==> config.mk <==
export PLATFORM = sky130hd
export DESIGN_NAME = interrupt_sequencer
export DESIGN_NICKNAME = d
export VERILOG_FILES = /design/src/rtl/interrupt_sequencer.sv
export SDC_FILE = /design/constraint.sdc
export NUM_CORES = 1
export LEC_CHECK = 0
export BUFFER_PORTS_ARGS = -buffer_cell sky130_fd_sc_hd__buf_4
export CAP_MARGIN = 40
export CORE_UTILIZATION = 49
export CTS_BUF_LIST = sky130_fd_sc_hd__clkbuf_2 sky130_fd_sc_hd__clkbuf_4 sky130_fd_sc_hd__clkbuf_8
export CTS_CLUSTER_SIZE = 20
export DETAILED_ROUTE_END_ITERATION = 10
export PLACE_DENSITY = 0.92
export SLEW_MARGIN = 20
export SYNTH_ARGS = -nofsm -noshare
export SYNTH_HDL_FRONTEND = slang
export SYNTH_SLANG_ARGS = --single-unit
==> constraint.sdc <==
create_clock -name sys_clock -period 2 [get_ports sys_clock]
set_input_delay 0.3 -clock sys_clock [delete_from_list [all_inputs] [get_ports sys_clock]]
set_output_delay 0.3 -clock sys_clock [all_outputs]
set_load 0.05 [all_outputs]
==> src/rtl/interrupt_sequencer.sv <==
// interrupt_sequencer: RESET/NMI/IRQ arbitration and BRK-sequence tracking for the 6502 core.
// Ports: sys_clock/rst/clk_ph1 timing; nmi_n, irq_n, i_flag sources; next_cycle, IR,
//   vector_fetch from the controller/datapath; int_flag, int_active, b_flag, suppress_write,
//   vector_addr, nmi_pending to the controller/datapath.
module interrupt_sequencer #(
    parameter logic [15:0] VEC_NMI   = 16'hFFFA,
    parameter logic [15:0] VEC_RESET = 16'hFFFC,
    parameter logic [15:0] VEC_IRQ   = 16'hFFFE
) (
    input  logic        sys_clock,
    input  logic        rst,
    input  logic        clk_ph1,
    input  logic        nmi_n,
    input  logic        irq_n,
    input  logic        i_flag,
    input  logic [2:0]  next_cycle,
    input  logic [7:0]  IR,
    input  logic        vector_fetch,
    output logic        int_flag,
    output logic        int_active,
    output logic        b_flag,
    output logic        suppress_write,
    output logic [15:0] vector_addr,
    output logic        nmi_pending
);

    typedef enum logic [1:0] {IDLE, SERVICE, SWBRK} state_t;
    typedef enum logic [1:0] {SRC_RESET, SRC_NMI, SRC_IRQ} src_t;

    state_t      state, state_d;
    src_t        src, src_d;
    logic        rst_pend, rst_pend_d;
    logic        nmi_pend, nmi_pend_d;
    logic        nmi_prev, nmi_prev_d;
    logic        int_flag_d, int_active_d, b_flag_d, suppress_d;
    logic [15:0] vector_d;
    // vec_done freezes vector_addr once the vector has been read
    logic        vec_done, vec_done_d;
    // post_svc blocks polling for one ph1 so the next instruction runs
    logic        post_svc, post_svc_d;
    logic        irq_req, nmi_edge, nmi_clr;

    assign nmi_pending = nmi_pend;

    always_comb begin
        state_d      = state;
        src_d        = src;
        rst_pend_d   = rst_pend;
        int_active_d = int_active;
        b_flag_d     = b_flag;
        suppress_d   = suppress_write;
        vector_d     = vector_addr;
        vec_done_d   = vec_done;
        post_svc_d   = 1'b0;
        nmi_clr      = 1'b0;
        irq_req      = ~irq_n & ~i_flag;
        nmi_edge     = nmi_prev & ~nmi_n;
        nmi_prev_d   = nmi_n;
        int_flag_d   = (state == IDLE) & ~post_svc
                     & (rst_pend | nmi_pend | irq_req);
        unique case (state)
            IDLE: begin
                if (next_cycle == 3'd1 && int_flag) begin
                    state_d      = SERVICE;
                    int_active_d = 1'b1;
                    b_flag_d     = 1'b0;
                    vec_done_d   = 1'b0;
                    // committed: a vanished IRQ still falls through to IRQ
                    if (rst_pend) begin
                        src_d      = SRC_RESET;
                        suppress_d = 1'b1;
                        vector_d   = VEC_RESET;
                    end else if (nmi_pend) begin
                        src_d    = SRC_NMI;
                        vector_d = VEC_NMI;
                    end else begin
                        src_d    = SRC_IRQ;
                        vector_d = VEC_IRQ;
                    end
                end else if (next_cycle == 3'd2 && IR == 8'h00
                             && !int_active) begin
                    state_d    = SWBRK;
                    src_d      = SRC_IRQ;
                    b_flag_d   = 1'b1;
                    vector_d   = VEC_IRQ;
                    vec_done_d = 1'b0;
                end
            end
            SERVICE, SWBRK: begin
                if (vector_fetch && !vec_done) begin
                    vec_done_d = 1'b1;
                    if (src == SRC_IRQ) begin
                        // NMI hijacks an IRQ/BRK that has not read its vector
                        if (nmi_pend) begin
                            vector_d = VEC_NMI;
                            nmi_clr  = 1'b1;
                        end
                    end else if (src == SRC_NMI) begin
                        nmi_clr = 1'b1;
                    end else begin
                        rst_pend_d = 1'b0;
                    end
                end
                if (next_cycle == 3'd1) begin
                    state_d      = IDLE;
                    int_active_d = 1'b0;
                    suppress_d   = 1'b0;
                    b_flag_d     = 1'b0;
                    vec_done_d   = 1'b0;
                    post_svc_d   = (state == SERVICE);
                end
            end
            default: state_d = IDLE;
        endcase
        // a new edge wins over a coincident clear
        nmi_pend_d = nmi_edge | (nmi_pend & ~nmi_clr);
    end

    always_ff @(posedge sys_clock) begin
        if (rst) begin
            state          <= IDLE;
            src            <= SRC_RESET;
            rst_pend       <= 1'b1;
            nmi_pend       <= 1'b0;
            nmi_prev       <= 1'b1;
            int_flag       <= 1'b0;
            int_active     <= 1'b0;
            b_flag         <= 1'b0;
            suppress_write <= 1'b0;
            vector_addr    <= VEC_RESET;
            vec_done       <= 1'b0;
            post_svc       <= 1'b0;
        end else if (clk_ph1) begin
            state          <= state_d;
            src            <= src_d;
            rst_pend       <= rst_pend_d;
            nmi_pend       <= nmi_pend_d;
            nmi_prev       <= nmi_prev_d;
            int_flag       <= int_flag_d;
            int_active     <= int_active_d;
            b_flag         <= b_flag_d;
            suppress_write <= suppress_d;
            vector_addr    <= vector_d;
            vec_done       <= vec_done_d;
            post_svc       <= post_svc_d;
        end
    end

endmodule
==> metrics.md <==
| Metric | Value |
|---|---|
| FF+latch area | 300 sq um |
| Diodes inserted | 0 |
| Starting Density | 53.8% |
| Cells after synthesis | 111 |
| Overall Power | 666 uW |
| Register bit total from synthesis | 15 |
| Layout cells sized above 1 | 25.9% |
| Share of synthesized flip-flops with an asynchronous set or reset | 0% |
| Hold WC Path Type | in -> reg |
| CTS buffer count | 3 |
| Crit path capture | nmi_pending |
| Max-slew violations | 0 |
| Worst Setup Path Type | reg -> reg |
| Placer Congestion | 0.888 |
| Combinational share of power | 23.6% |
| CP Capture Type | flop |
| Sequential share of power | 47.0% |
| Die area | 0.00212 sq mm |
| DR vias/cell | 5.22 |
| FP Rows | 15 |
| Internal power | 443 uW |
| CTS tree | yes |
| Ys Warns | 0 |
| Setup TNS | 0 ns |
| CP startpoint | state[1] |
| Post-Syn Area | 950 sq um |
| Num Clock Sinks | 15 |
| GR Util All Layers | 21.1% |
| Critical Path AT | 1.85 ns |
| Synth top area cells | dfxtp_1 32%, buf_4 11%, ha_1 6.6% |
| Core outline area | 0.00176 sq mm |
| Pre-Repair DR Iteration Count | 4 |
| Max Clock Skew | 0.00303 ns |
| Hold path depth | 3 |
| Port bufs | 24 |
| Met2 routed WL | 1.01 mm |
| Vias in the first global route | 784 |
| Overflow left after global routing | 0 |
| Leakage Power | 0.000495 uW |
| Maximum clock rate | 0.596 GHz |
| Biggest area consumer among synthesized cells | dfxtp_1 |
| Status | complete, no violations |
| Final cycle utilization of the critical path | 83.9% |
| Detail Route Antenna Nets | 0 |
| Area Overhead vs Synth | 18.2% |
| Total number of vias | 835 |
| P_sw | 223 uW |
| Clock power frac | 29.4% |
| Met3 WL | 87 um |
| Reg-to-reg setup timing slack | 0.32 ns |
| Die Wd | 46.0 um |
| Clock Path Buffers | 2 |
| First DRT Iteration DRCs | 33 |
| Mean area per synthesized cell | 8.56 sq um |
| Pin count of the biggest net entering global routing | 13 |
| Worst-path clk slew | 0.10 ns |
| Top layer reached by signal wires | met4 |
| Commonest non-fill, non-tap cell in the layout | buf_4 |
| Post-synthesis sequential area ratio | 31.6% |
| Sw Ratio | 33.4% |
| Area of the multi-input gates | 539 sq um |
| Metal1 wirelength | 845 um |
| Die Ht | 46.0 um |
| Initial antenna violation count | 0 |
| First-pass GRT wire length | 3.24 mm |
| DRC errors left | 0 |
| Worst flop-to-flop path endpoint | nmi_pending |
| Hold Buf Count CTS | 0 |
| Max-cap violations | 0 |
| Final wirelength | 1.98 mm |
| Number of I/O pins | 39 |
| RSZ-0062 raised after global routing | false |
| Critical path fanouts, max | 8 |
| Yosys top cell area share | 31.6% |
| Wire per inst | 12.4 um |
| Pwr dens | 593 mW/mm^2 |
| Post-synth EDFFs | 0 |
| Most frequent cells in the layout | 24 x buf_4, 15 x dfxtp_1, 14 x conb_1 |
| Reg2Reg Depth | 5 |
| Synth Flop Type | dfxtp_1 |
| Fin nets | 159 |
| Detail Placement HPWL | 1.55 mm |
| Startpoint Class | flop |
| Worst path required time | 2.17 ns |
| Htree depth | 1 |
| Worst-skew pair later-pin latency | 0.29 ns |
| Root Driver | clkbuf_4 |
| Hold Fails Final Rpt | 0 |
| Final setup vio count | 0 |
| Post-cts sizing count | 0 |
| Tmin final | 1.68 ns |
| Yosys cell types | 42 |
| Worst VDD drop | 0.418 mV |
| Setup Buffers After CTS | 0 |
| R2R Path Start | state[1] |
| Fillers | 146 |
registers in the layout, summed over array words and instances, names as in the netlist:
register        count
src                 2
vec_done            1
b_flag              1
int_active          1
state               2
rst_pend            1
nmi_prev            1
vector_addr         2
nmi_pending         1
suppress_write      1
post_svc            1
int_flag            1
worst min-delay path by stage:
| stage | from | endpoint | slack (ns) |
|---|---|---|---|
| global route | rst | vector_addr[1] | 0.27 |
| CTS | nmi_n | nmi_prev | 0.23 |
| finish | nmi_n | nmi_prev | 0.23 |
| floorplan | rst | src[0] | 0.42 |
| global placement | b_flag | b_flag | 0.45 |
| detailed placement | vector_addr[1] | vector_addr[1] | 0.45 |
final cells by class:
cell class / count / area share, %
Multi-Input combinational cell: 81 / 48.0
Sequential cell: 15 / 26.8
Timing Repair Buffer: 24 / 16.1
Inverter: 11 / 3.68
Tap cell: 25 / 2.79
Clock buffer: 4 / 2.68
synth_stat cells, types with 2 or more instances:
library cell and n:
dfxtp_1 15, buf_4 14, inv_1 11, nand2_1 9, a21oi_1 7, nor2_1 7, ha_1 5, a211oi_1 4
conb_1 2, nor4_1 2, nor4b_1 2, o21ai_0 2, o41ai_1 2
logic make-up after synthesis:
kind of cell               after synthesis  share of synthesized area [%]
AOI/OAI and AO/OA                       29                           22.3
adders and majority gates                5                           6.59
buffers and inverters                   27                           16.3
DFF                                     15                           31.6
muxes                                    1                           1.05
other                                    2                          0.791
and+or+nand+nor                         32                           21.3
through the flow:
step | instances | utilization, % | hold slack, ns | cell area (sq um) | worst slack [ns]
global route | 160 | 63.6 | 0.274 | 1120 | 0.214
global placement | 156 | 61.9 | 0.448 | 1090 | 0.395
detailed placement | 156 | 61.9 | 0.449 | 1090 | 0.342
CTS | 160 | 63.6 | 0.231 | 1120 | 0.359
finish | 160 | 63.6 | 0.235 | 1120 | 0.321
floorplan | 123 | - | 0.419 | 995 | 0.257
critical path, stage by stage, from the launching register on:
cell and delay, ns:
dfxtp_1 0.38, inv_1 0.07, ha_1 0.43, nand2_1 0.16
o41ai_1 0.40, a21oi_1 0.11
layer usage:
metal	up-vias	track usage, %
met5	-	0
met4	0	10.6
met3	6	2.78
met2	44	37.7
met1	373	24.0
li1	412	-
power by group through the flow:
stage / clock network, uW / registers, uW / logic (uW)
2_1_floorplan: 0 / 336 / 117
3_3_place_gp: 0 / 320 / 154
3_5_place_dp: 0 / 319 / 155
4_1_cts: 196 / 313 / 155
5_1_grt: 212 / 314 / 166
6_report: 196 / 313 / 157
Note: power is estimated with default switching activity, not from simulation.
